--- config.mk ---
export PLATFORM = sky130hd
export DESIGN_NAME = instr_fetch_bridge
export DESIGN_NICKNAME = d
export VERILOG_FILES = /design/src/rtl/instr_fetch_bridge.sv
export SDC_FILE = /design/constraint.sdc
export NUM_CORES = 1
export LEC_CHECK = 0
export ABC_AREA = 1
export BUFFER_PORTS_ARGS = -buffer_cell sky130_fd_sc_hd__buf_2
export CORE_MARGIN = 2
export CORE_UTILIZATION = 42
export DETAILED_ROUTE_END_ITERATION = 10
export PLACE_DENSITY = 0.77
export SYNTH_ARGS = -nofsm -noshare
export SYNTH_HDL_FRONTEND = slang
export SYNTH_SLANG_ARGS = --single-unit
export TNS_END_PERCENT = 10
--- constraint.sdc ---
create_clock -name clk -period 2.2 [get_ports clk]
set_clock_uncertainty 0.1 [all_clocks]
set_input_delay 0.66 -clock clk [delete_from_list [all_inputs] [get_ports clk]]
set_output_delay 0.66 -clock clk [all_outputs]
set_load 0.05 [all_outputs]
--- src/rtl/instr_fetch_bridge.sv ---
// Instruction-fetch bridge: core req/gnt + rvalid/rready onto a 1-cycle single-port RAM/boot-ROM,
// two fetches outstanding, loader write priority. Optional bus-error responses: INSTR_BRIDGE_ERR_EN.
module instr_fetch_bridge #(
   parameter int RAM_SIZE   = 131072,
   parameter int BOOT_BASE  = 131072,
   parameter int ROM_SIZE   = 4096,
   parameter int ADDR_WIDTH = $clog2(RAM_SIZE) + 1,
   parameter int DATA_WIDTH = 32
) (
   input  logic                    clk,
   input  logic                    rst_n,
   input  logic                    instr_req_i,
   input  logic [31:0]             instr_addr_i,
   output logic                    instr_gnt_o,
   output logic                    instr_rvalid_o,
   output logic [DATA_WIDTH-1:0]   instr_rdata_o,
   output logic                    instr_err_o,
   input  logic                    instr_rready_i,
   input  logic                    ld_req_i,
   input  logic [31:0]             ld_addr_i,
   input  logic [DATA_WIDTH-1:0]   ld_wdata_i,
   input  logic [DATA_WIDTH/8-1:0] ld_be_i,
   output logic                    ld_gnt_o,
   output logic                    ram_en_o,
   output logic                    ram_we_o,
   output logic [ADDR_WIDTH-1:0]   ram_addr_o,
   output logic [DATA_WIDTH-1:0]   ram_wdata_o,
   output logic [DATA_WIDTH/8-1:0] ram_be_o,
   input  logic [DATA_WIDTH-1:0]   ram_rdata_i
);

   localparam logic [31:0] RAM_END = 32'(RAM_SIZE);
   localparam logic [31:0] BOOT_LO = 32'(BOOT_BASE);
   localparam logic [31:0] BOOT_HI = 32'(BOOT_BASE + ROM_SIZE);

   logic [DATA_WIDTH-1:0] fifo_data_q [2];
   logic [DATA_WIDTH-1:0] fifo_data_d [2];
   logic [1:0]            fifo_err_q;
   logic [1:0]            fifo_err_d;
   logic                  rd_ptr_q, rd_ptr_d;
   logic                  wr_ptr_q, wr_ptr_d;
   logic [1:0]            cnt_q, cnt_d;
   logic                  inflight_q, inflight_d;
   logic                  inflight_err_q, inflight_err_d;

   logic [31:0]           boot_off_s;
   logic                  boot_hit_s;
   logic                  ram_hit_s;
   logic                  ld_ram_hit_s;
   logic                  fetch_ok_s;
   logic [ADDR_WIDTH-1:0] fetch_addr_s;
   logic [1:0]            occ_s;
   logic                  rvalid_s;
   logic [DATA_WIDTH-1:0] rdata_s;
   logic                  err_s;
   logic                  pop_s;
   logic                  push_s;
   logic                  fifo_pop_s;
   logic [DATA_WIDTH-1:0] resp_data_s;

   assign boot_off_s   = instr_addr_i - BOOT_LO;
   assign boot_hit_s   = (instr_addr_i >= BOOT_LO) && (instr_addr_i < BOOT_HI);
   assign ram_hit_s    = (instr_addr_i < RAM_END);
   assign ld_ram_hit_s = (ld_addr_i < RAM_END);
   assign fetch_addr_s = boot_hit_s ? {1'b1, boot_off_s[ADDR_WIDTH-2:0]}
                                    : {1'b0, instr_addr_i[ADDR_WIDTH-2:0]};
`ifdef INSTR_BRIDGE_ERR_EN
   assign fetch_ok_s = boot_hit_s | ram_hit_s;
`else
   assign fetch_ok_s = 1'b1;
`endif

   // Arbitration, memory command, response steering and FIFO next-state.
   always_comb begin
      instr_gnt_o    = 1'b0;
      ld_gnt_o       = 1'b0;
      ram_en_o       = 1'b0;
      ram_we_o       = 1'b0;
      ram_addr_o     = '0;
      ram_wdata_o    = '0;
      ram_be_o       = '0;
      rvalid_s       = 1'b0;
      rdata_s        = '0;
      err_s          = 1'b0;
      pop_s          = 1'b0;
      push_s         = 1'b0;
      fifo_pop_s     = 1'b0;
      occ_s          = cnt_q + {1'b0, inflight_q};
      resp_data_s    = inflight_err_q ? {DATA_WIDTH{1'b0}} : ram_rdata_i;
      fifo_data_d    = fifo_data_q;
      fifo_err_d     = fifo_err_q;
      rd_ptr_d       = rd_ptr_q;
      wr_ptr_d       = wr_ptr_q;
      cnt_d          = cnt_q;
      inflight_d     = 1'b0;
      inflight_err_d = 1'b0;
      if (rst_n) begin
         if (ld_req_i) begin
            ld_gnt_o = 1'b1;
            if (ld_ram_hit_s) begin
               ram_en_o    = 1'b1;
               ram_we_o    = 1'b1;
               ram_addr_o  = {1'b0, ld_addr_i[ADDR_WIDTH-2:0]};
               ram_wdata_o = ld_wdata_i;
               ram_be_o    = ld_be_i;
            end else begin
               ram_en_o = 1'b0;
            end
         end else if (instr_req_i && (occ_s < 2'd2)) begin
            instr_gnt_o    = 1'b1;
            inflight_d     = 1'b1;
            inflight_err_d = ~fetch_ok_s;
            if (fetch_ok_s) begin
               ram_en_o   = 1'b1;
               ram_addr_o = fetch_addr_s;
            end else begin
               ram_en_o = 1'b0;
            end
         end else begin
            instr_gnt_o = 1'b0;
         end

         // FIFO head has priority over the word arriving from memory to keep grant order.
         if (cnt_q != 2'd0) begin
            rvalid_s = 1'b1;
            rdata_s  = fifo_data_q[rd_ptr_q];
            err_s    = fifo_err_q[rd_ptr_q];
         end else if (inflight_q) begin
            rvalid_s = 1'b1;
            rdata_s  = resp_data_s;
            err_s    = inflight_err_q;
         end else begin
            rvalid_s = 1'b0;
         end

         pop_s      = rvalid_s & instr_rready_i;
         fifo_pop_s = pop_s & (cnt_q != 2'd0);
         push_s     = inflight_q & ~((cnt_q == 2'd0) & instr_rready_i);
         if (push_s) begin
            fifo_data_d[wr_ptr_q] = resp_data_s;
            fifo_err_d[wr_ptr_q]  = inflight_err_q;
            wr_ptr_d              = ~wr_ptr_q;
         end else begin
            wr_ptr_d = wr_ptr_q;
         end
         if (fifo_pop_s) begin
            rd_ptr_d = ~rd_ptr_q;
         end else begin
            rd_ptr_d = rd_ptr_q;
         end
         cnt_d = cnt_q + {1'b0, push_s} - {1'b0, fifo_pop_s};
      end else begin
         cnt_d = 2'd0;
      end
   end

   assign instr_rvalid_o = rvalid_s;
   assign instr_rdata_o  = rdata_s;
`ifdef INSTR_BRIDGE_ERR_EN
   assign instr_err_o = err_s;
`else
   assign instr_err_o = 1'b0;
`endif

   // Response FIFO, pointers, occupancy and in-flight tracking.
   always_ff @(posedge clk or negedge rst_n) begin
      if (!rst_n) begin
         for (int i = 0; i < 2; i++) begin
            fifo_data_q[i] <= '0;
         end
         fifo_err_q     <= 2'b00;
         rd_ptr_q       <= 1'b0;
         wr_ptr_q       <= 1'b0;
         cnt_q          <= 2'd0;
         inflight_q     <= 1'b0;
         inflight_err_q <= 1'b0;
      end else begin
         fifo_data_q    <= fifo_data_d;
         fifo_err_q     <= fifo_err_d;
         rd_ptr_q       <= rd_ptr_d;
         wr_ptr_q       <= wr_ptr_d;
         cnt_q          <= cnt_d;
         inflight_q     <= inflight_d;
         inflight_err_q <= inflight_err_d;
      end
   end

endmodule

== Word-level counts from Yosys, hierarchy flattened ==
Cells that the tools add are included.

* Register bits: 69
* Input bits: 137
* Output and inout port bits: 92
* Logic and storage cells: 68

* Add/subtract/negate cells: 4
* $lt $le $gt $ge: 7
* Mux-type cells: 35
* Bitwise logic cells: 9
* Reduce and logical (&&, ||, !) cells: 7

{| class="wikitable"
|+ Operators by type and width
! cell !! number
|-
| $mux 32 || 10
|-
| $mux 18 || 4
|-
| $bwmux 64 || 1
|-
| $lt 32x18->1 const B || 2
|-
| $demux 32 s1 || 1
|-
| $ge 32x18->1 const B || 1
|-
| $mux 17 || 1
|-
| $sub 17x1->17 const B || 1
|-
| $mux 1 || 14
|-
| $mux 4 || 3
|-
| $add 2x1->2 || 2
|-
| $and 1x1->1 || 4
|-
| $ge 2x2->1 const B || 2
|-
| $not 1->2 || 2
|-
| $reduce_and 2->1 || 2
|-
| $logic_and 1x1->1 || 3
|-
| $not 1->1 || 3
|-
| $logic_not 2->1 || 1
|-
| $lt 2x1->1 const B || 1
|-
| $lt 2x2->1 const B || 1
|-
| $mux 2 || 1
|-
| $reduce_bool 2->1 || 1
|-
| $sub 2x1->2 || 1
|}

== Logic depth before layout (Yosys ltp) ==
Gate-level depths: netlist (run 1).

* Depth after elaboration: 7
* Gate-level depth with buffers: 10
* Mapped depth without buffers: 8

== Worst setup path before layout (run 1) ==
No wires, ideal clock.

* Path kind: input to output
* Start point: input port rst_n
* End point: output port ram_be_o[0]
* Data arrival time: 2.162 ns
* Slack: -0.722 ns
* Stages: 7
* Path through: buf_4 > nand2_1 > nor2_4 > nand3_1 > buf_2 > buf_2 > nor2_1

* Word-level cells in the longest chain between the ends: 1

{| class="wikitable"
|+ RTL lines
! element !! line !! source
|-
| start: declaration || 11 || <nowiki>input logic rst_n,</nowiki>
|-
| $mux 4 || 97 || <nowiki>if (rst_n) begin</nowiki>
|-
| end: declaration || 28 || <nowiki>output logic [DATA_WIDTH/8-1:0] ram_be_o,</nowiki>
|}

No other way between the ends.

== Final worst setup path (run 1) ==
* Start point: input port ld_addr_i[22]
* End point: output port ram_wdata_o[7]

* Word-level cells in the longest chain between the ends: 4

{| class="wikitable"
|+ RTL lines
! element !! line !! source
|-
| start: declaration || 20 || <nowiki>input logic [31:0] ld_addr_i,</nowiki>
|-
| $lt 32x18->1 || 64 || <nowiki>assign ld_ram_hit_s = (ld_addr_i < RAM_END);</nowiki>
|-
| $mux 32 || 100 || <nowiki>if (ld_ram_hit_s) begin</nowiki>
|-
| $mux 32 || 98 || <nowiki>if (ld_req_i) begin</nowiki>
|-
| $mux 32 || 97 ||
|-
| end: declaration || 27 || <nowiki>output logic [DATA_WIDTH-1:0] ram_wdata_o,</nowiki>
|}

No other way between the ends.

==> results of run 1 <==
-- cell type report --
cell class | count | share of cell area, %
clock buffers | 10 | 1.88
diodes | 2 | 0.0683
repair buffers | 271 | 30.2
multi-input cells | 495 | 38.8
clock inverters | 6 | 0.632
inverters | 48 | 2.56
well taps | 136 | 2.32
flip-flops and latches | 69 | 23.6
-- cells by family after synthesis --
logic type / after synthesis / share of synthesized area (%)
buf+inv: 102 / 9.53
xor+xnor: 4 / 0.799
compound gates: 66 / 7.62
flops: 69 / 39.4
fa+ha+maj: 2 / 0.571
simple gates: 422 / 42.0
other cells: 1 / 0.0855
-- state kept, by name, indices dropped and copies added, names as in the netlist --
register,count
inflight_q,1
cnt_q,2
rd_ptr_q,1
wr_ptr_q,1
fifo_data_q,64
-- critical path, cell delays in order --
cell                        delay, ps
sky130_fd_sc_hd__buf_6            100
sky130_fd_sc_hd__nor2_4           110
sky130_fd_sc_hd__nand2_2           90
sky130_fd_sc_hd__nor2_4           130
sky130_fd_sc_hd__nand3_4          170
sky130_fd_sc_hd__clkbuf_16        240
sky130_fd_sc_hd__nor2_4           100
sky130_fd_sc_hd__buf_6            160
-- synthesized netlist by cell type --
| cell | n |
|---|---|
| sky130_fd_sc_hd__a21oi_1 | 33 |
| sky130_fd_sc_hd__a21oi_2 | 1 |
| sky130_fd_sc_hd__buf_1 | 3 |
| sky130_fd_sc_hd__buf_2 | 19 |
| sky130_fd_sc_hd__buf_4 | 3 |
| sky130_fd_sc_hd__clkbuf_1 | 29 |
| sky130_fd_sc_hd__conb_1 | 1 |
| sky130_fd_sc_hd__dfrtp_1 | 69 |
| sky130_fd_sc_hd__ha_1 | 2 |
| sky130_fd_sc_hd__inv_1 | 47 |
| sky130_fd_sc_hd__inv_2 | 1 |
| sky130_fd_sc_hd__nand2_1 | 194 |
| sky130_fd_sc_hd__nand3_1 | 21 |
| sky130_fd_sc_hd__nand4_1 | 81 |
| sky130_fd_sc_hd__nor2_1 | 119 |
| sky130_fd_sc_hd__nor2_2 | 2 |
| sky130_fd_sc_hd__nor2_4 | 1 |
| sky130_fd_sc_hd__nor3_1 | 2 |
| sky130_fd_sc_hd__nor3_2 | 1 |
| sky130_fd_sc_hd__nor3b_2 | 1 |
| sky130_fd_sc_hd__o21ai_0 | 32 |
| sky130_fd_sc_hd__xnor2_1 | 1 |
| sky130_fd_sc_hd__xor2_1 | 3 |
-- how the worst max path moves through the flow --
stage | from | to | slack, ps
after CTS | cnt_q[1]$_DFF_PN0_ | instr_rdata_o[10] | -300
after global placement | rst_n | ram_addr_o[15] | -390
after detailed placement | ld_addr_i[23] | ram_wdata_o[10] | -400
after floorplan | ld_addr_i[25] | ram_wdata_o[16] | -260
after global routing | ld_addr_i[22] | ram_wdata_o[7] | -390
final | ld_addr_i[22] | ram_wdata_o[7] | -330
-- placed cells by master (no fill, tap or decap), types with 2 or more instances in the layout --
cell type	n
sky130_fd_sc_hd__nand4_1	81
sky130_fd_sc_hd__a21oi_1	2
sky130_fd_sc_hd__clkbuf_8	10
sky130_fd_sc_hd__o21ai_0	32
sky130_fd_sc_hd__nor3_4	2
sky130_fd_sc_hd__clkinv_4	2
sky130_fd_sc_hd__buf_12	6
sky130_fd_sc_hd__ha_1	2
sky130_fd_sc_hd__buf_6	81
sky130_fd_sc_hd__buf_4	42
sky130_fd_sc_hd__xor2_1	2
sky130_fd_sc_hd__inv_1	44
sky130_fd_sc_hd__nand2_4	11
sky130_fd_sc_hd__nor2_1	76
sky130_fd_sc_hd__nor2_4	45
sky130_fd_sc_hd__a21oi_2	31
sky130_fd_sc_hd__clkbuf_16	2
sky130_fd_sc_hd__nand2_1	176
sky130_fd_sc_hd__clkinvlp_4	4
sky130_fd_sc_hd__buf_2	128
sky130_fd_sc_hd__dfrtp_1	67
sky130_fd_sc_hd__buf_8	11
sky130_fd_sc_hd__dfrtp_2	2
sky130_fd_sc_hd__inv_2	2
sky130_fd_sc_hd__nand2_2	7
sky130_fd_sc_hd__nand3_1	19
sky130_fd_sc_hd__diode_2	2
-- per-stage QoR --
| step | total power [mW] | utilization, % |
|---|---|---|
| floorplan | 4.37 | - |
| global placement | 5.41 | 62.1 |
| detailed placement | 5.46 | 62.1 |
| CTS | 6.73 | 69.8 |
| global route | 7.23 | 71.6 |
| finish | 6.79 | 71.6 |
-- metal layers --
| metal | share of wire, % | vias up |
|---|---|---|
| met1 | 38 | 2623 |
| met2 | 50 | 258 |
| met4 | 3.9 | 0 |
| met3 | 7.6 | 47 |
| met5 | 0 | - |
| li1 | - | 2620 |
-- power groups by stage --
| stage | logic [mW] | registers, mW | clock network (mW) |
|---|---|---|---|
| finish | 3.78 | 2.04 | 0.972 |
| detailed placement | 3.43 | 2.04 | 0 |
| global route | 4.08 | 2.11 | 1.05 |
| floorplan | 2.43 | 1.94 | 0 |
| global placement | 3.39 | 2.02 | 0 |
| CTS | 3.72 | 2.04 | 0.973 |
-- what timing repair did --
item | in CTS | in global routing
buffers inserted | 1 | 0
resized for setup | 185 | 33
endpoints found under the hold margin | 0 | 0
pin swaps | 16 | 17
endpoints found under the setup margin | 90 | 90
gates cloned | 0 | 3
==> impl_metrics.tcl, run 1 <==
set metrics [dict create \
    finalWorstPathRequiredPeriod_ps 2530 \
    number_of_clock_buffers_inserted_by_tritoncts 9 \
    slew_violations 0 \
    detail_route.iter0.violations 439 \
    internal_power_mw 3.52 \
    power_share_of_the_sequential_group_pct 30.1 \
    die_width_um 106 \
    status "complete, but fails checks" \
    worstSetupStartpointType "primary input" \
    yosysWarningCount 0 \
    maximum_number_of_pins_on_one_net_before_global_route_repair 77 \
    cts.sinks 69 \
    core.rowCount 37 \
    timing.final.hold_violations 0 \
    sw_frac_of_total_pct 48.2 \
    power.leakage_nw 3.69 \
    critPathCaptureType "output pin" \
    count_of_h_tree_levels_built_during_cts 3 \
    globalRouteTotalUtil_pct 29.9 \
    sequential_cell_area_um2 1730 \
    placement.io_buffers 227 \
    tightest_slew_ps 830 \
    grt_peak_use_layer "met2" \
    power.ir.vdd_worst_v 0.000679 \
    clock_power_share_pct 14.3 \
    hold_class "reg -> reg" \
    fin_cells 1037 \
    die_area_um2 11300 \
    violations "setup timing" \
    vias 5548 \
    worstReg2RegEnd "cnt_q[1]$_DFF_PN0_" \
    clk_pin_slew_worst_paths_ps 70 \
    grt_first_pass_wirelength_mm 26.7 \
    hold_path.startpoint "fifo_data_q[22]$_DFFE_PN0P_" \
    p_comb_share_pct 55.6 \
    dp_hpwl_mm 11.8 \
    initial_core_util_pct 42.9 \
    synthDistinctLibCells 23 \
    gp_congestion 0.767 \
    rsz0062_at_grt "yes" \
    grt_residual_overflow 0 \
    rr_worst_depth 8 \
    area_growth_syn_to_layout_pct 67.1 \
    critPathMaxFanout 9 \
    final.period_utilization_pct 115 \
    setup_viols_final 90 \
    grt.met1_usage_pct 37.1 \
    power_density_nw_per_um2 926 \
    relSlewSlack_pct 44.7 \
    dpl-instance-area_um2 6350 \
    globalRouteMet2Util_pct 50.8 \
    netlist.top_cell.by_area "sky130_fd_sc_hd__dfrtp_1" \
    ant_nets 0 \
    first_pass_iters 6 \
    wl_per_cell_um 17.2 \
    yosys.area.top_type_share_pct 39.4 \
    n_fill_cell 837 \
    hold_path_depth 2 \
    r2r-start "cnt_q[1]$_DFF_PN0_" \
    post_synth_main_area_contributors "sky130_fd_sc_hd__dfrtp_1 (39%), sky130_fd_sc_hd__nand2_1 (17%), sky130_fd_sc_hd__nand4_1 (12%)" \
    drcViolationCount 0 \
    die_h_um 106 \
    synth_seq_cells 69 \
    cts_tree "built" \
    criticalPathCategory "in -> out" \
    antenna_found_initial 2 \
    p_sw_mw 3.27 \
    worst_endpoint_required_time_ps 1440 \
    multi_input_comb_area_um2 2840 \
    setup.reg_to_reg.worst_slack_ps 330 \
    synthesis.area_per_instance_um2 6.58 \
    mappedNetlistArea_um2 4390 \
    first_global_vias 5270 \
    post-route-worst-setup-slack_ps -335 \
    ctsLongestPathBuffers 2 \
    final_design_area_no_fill_um2 7330 \
    layout_cells_sized_above_1_pct 43.9 \
    number_of_maximum_capacitance_constraint_violations 0 \
    syn-num-nets 805 \
    max_freq_mhz 395 \
    core_um2 10200 \
    sequential_share_of_the_synthesized_area_pct 39.4 \
    routed_wl_mm 17.8 \
    setup_total_negative_slack_ps -24570 \
    arrival_time_of_the_worst_setup_path_ps 1770 \
    place_inst 1015 \
    hold_end "fifo_data_q[22]$_DFFE_PN0P_" \
    io_pins 229 \
    num-nets-final 1033 \
    worst_setup_slack_before_clock_tree_synthesis_ps -400 \
    vias_per_cell 5.35 \
    met3_resource_use_gr_pct 4.84 \
    worst_skew_pair.late_latency_ps 340 \
    netlist_instances 666 \
    hold_buffers 0 \
    hold-worst-slack_ps 368 \
    cts.root.buffer_cell "sky130_fd_sc_hd__clkbuf_8" \
]
Power figures use the tool's default switching activity.
==> run 2, diff against run 1 <==
--- a/config.mk
+++ b/config.mk
@@ -8,9 +8,9 @@
 export ABC_AREA = 1
 export BUFFER_PORTS_ARGS = -buffer_cell sky130_fd_sc_hd__buf_2
 export CORE_MARGIN = 2
-export CORE_UTILIZATION = 42
+export CORE_UTILIZATION = 50
 export DETAILED_ROUTE_END_ITERATION = 10
-export PLACE_DENSITY = 0.77
+export PLACE_DENSITY = 0.86
 export SYNTH_ARGS = -nofsm -noshare
 export SYNTH_HDL_FRONTEND = slang
 export SYNTH_SLANG_ARGS = --single-unit
==> constraint.sdc (replaced) <==
create_clock -name clk -period 3.2 [get_ports clk]
set_clock_uncertainty 0.1 [all_clocks]
set_input_delay 0.96 -clock clk [delete_from_list [all_inputs] [get_ports clk]]
set_output_delay 0.96 -clock clk [all_outputs]
set_load 0.05 [all_outputs]
==> run 2 against run 1 <==
The run now ends clean. First-iteration DRC count rose by 61%. Core utilization fell by 0.46 points. Combinational power fell by 41%. Die area fell by 15%. Critical path depth did not move. Register-to-register slack improved by 620 ps. Power fell by 35%. Final area fell by 17%. Clock power fell by 20%. Setup slack improved by 360 ps. Non-clock buffer count fell by 17. Critical endpoint is now ram_wdata_o[12].
==> impl_metrics.tcl, run 2 (synthesis gave the netlist of run 1 again) <==
set metrics [dict create \
    status "complete, no violations" \
    maximum_number_of_pins_on_one_net_before_global_route_repair 86 \
    core.rowCount 34 \
    cts_tree "built" \
    cts.root.buffer_cell "sky130_fd_sc_hd__clkbuf_8" \
    number_of_maximum_capacitance_constraint_violations 0 \
    layout_cells_sized_above_1_pct 33.7 \
    initial_core_util_pct 51.0 \
    relSlewSlack_pct 39.3 \
    io_pins 229 \
    core_um2 8590 \
    drcViolationCount 0 \
    number_of_clock_buffers_inserted_by_tritoncts 9 \
    dp_hpwl_mm 11.4 \
    die_area_um2 9540 \
    slew_violations 0 \
    multi_input_comb_area_um2 2330 \
    power_density_nw_per_um2 719 \
    tightest_slew_ps 911 \
    placement.io_buffers 227 \
    ctsLongestPathBuffers 2 \
    ant_nets 0 \
    max_freq_mhz 315 \
    antenna_found_initial 0 \
    worstSetupStartpointType "primary input" \
    vias 5440 \
    routed_wl_mm 15.8 \
    critPathMaxFanout 38 \
    area_growth_syn_to_layout_pct 39.5 \
    worst_endpoint_required_time_ps 2140 \
    criticalPathCategory "in -> out" \
    finalWorstPathRequiredPeriod_ps 3170 \
    power.leakage_nw 3.51 \
    antenna_cells 0 \
    worst_setup_slack_before_clock_tree_synthesis_ps 41.0 \
    reg.largest.list "fifo_data_q (64), cnt_q (2)" \
    place_inst 974 \
    num-nets-final 1016 \
    post-route-worst-setup-slack_ps 26.1 \
    critPathCaptureType "output pin" \
    die_h_um 97.7 \
    clk_pin_slew_worst_paths_ps 70 \
    hold_buffers 0 \
    final_core_util_pct 71.2 \
    final_common_cell "sky130_fd_sc_hd__nand2_1" \
    die_width_um 97.7 \
    worst_skew_pair.late_latency_ps 330 \
    post_cts.repair.setup_buffers 0 \
    wl_per_cell_um 16.0 \
    sequential_cell_area_um2 1730 \
    timing.final.hold_violations 0 \
    vias_per_cell 5.50 \
    count_of_h_tree_levels_built_during_cts 3 \
    layout.cells.most_common_list "sky130_fd_sc_hd__nand2_1 (194), sky130_fd_sc_hd__buf_2 (190), sky130_fd_sc_hd__nor2_1 (100), sky130_fd_sc_hd__nand4_1 (81), sky130_fd_sc_hd__dfrtp_1 (69)" \
    cts.sinks 69 \
    largest_register_ff_count 64 \
    grt_residual_overflow 0 \
    hold_class "reg -> reg" \
    regMostFlops "fifo_data_q" \
    detail_route.iter0.violations 707 \
    grt_first_pass_wirelength_mm 24.8 \
    n_fill_cell 703 \
    gp_congestion 0.973 \
    first_global_vias 5103 \
    setup_total_negative_slack_ps 0 \
    first_pass_iters 6 \
    globalRouteTotalUtil_pct 31.8 \
    final.period_utilization_pct 99.2 \
    setup_viols_final 0 \
    fin_cells 989 \
    arrival_time_of_the_worst_setup_path_ps 2110 \
    finalPower_mw 4.40 \
    power.ir.vdd_worst_v 0.000573 \
]
[run 2: metrics by stage]
stage / cell area [um2] / hold WS [ps]
2_1_floorplan: 4450 / 337
3_3_place_gp: 5800 / 348
3_5_place_dp: 5800 / 354
4_1_cts: 6010 / 371
5_1_grt: 6120 / 391
6_report: 6120 / 371
[run 2: final timing paths]
kind / slack [ps] / start / end / cells past startpoint
worst max-delay path: 30 / ld_addr_i[18] / ram_wdata_o[12] / 8
worst min-delay path: 370 / fifo_data_q[1]$_DFFE_PN0P_ / fifo_data_q[1]$_DFFE_PN0P_ / 2
worst max register to register: 950 / cnt_q[1]$_DFF_PN0_ / fifo_data_q[17]$_DFFE_PN0P_ / 8
worst min register to register: 370 / fifo_data_q[1]$_DFFE_PN0P_ / fifo_data_q[1]$_DFFE_PN0P_ / 2
max in group asynchronous: 1030 / rst_n / fifo_data_q[17]$_DFFE_PN0P_ / 3
min in group asynchronous: 810 / rst_n / fifo_data_q[37]$_DFFE_PN0P_ / 2
[run 2: timing repair]
item | CTS | global route
gates resized for setup | 0 | 44
hold endpoints to repair | 0 | 0
setup endpoints to repair | 0 | 51
[run 2: routing by layer]
layer	up-vias	global-route usage (%)	share of wire, %	wire (um)
li1	2578	-	-	-
met1	2517	43.1	39	6250
met2	310	51.6	49	7770
met3	35	6.19	9.2	1460
met4	0	10.4	2.3	363
met5	-	0	0	0
[run 2: area by class of cell]
cell class / count / share of cell area, %
multi-input combinational: 495 / 38.1
tap: 108 / 2.21
clock buffer: 10 / 2.25
sequential: 69 / 28.2
inverter: 48 / 2.95
timing repair buffer: 254 / 25.0
clock inverter: 5 / 1.23
[run 2: worst max-delay path, cell delays in order]
cell,delay [ps]
sky130_fd_sc_hd__buf_2,100
sky130_fd_sc_hd__nor2_1,100
sky130_fd_sc_hd__nand2_1,90
sky130_fd_sc_hd__nor2_4,140
sky130_fd_sc_hd__nand3_2,100
sky130_fd_sc_hd__buf_12,200
sky130_fd_sc_hd__nor2_1,130
sky130_fd_sc_hd__buf_2,280
[run 2: power by group]
group | switching (mW) | total (mW) | internal [mW]
logic | 1.58 | 2.23 | 0.655
clock network | 0.329 | 0.781 | 0.452
registers | 0.193 | 1.39 | 1.20
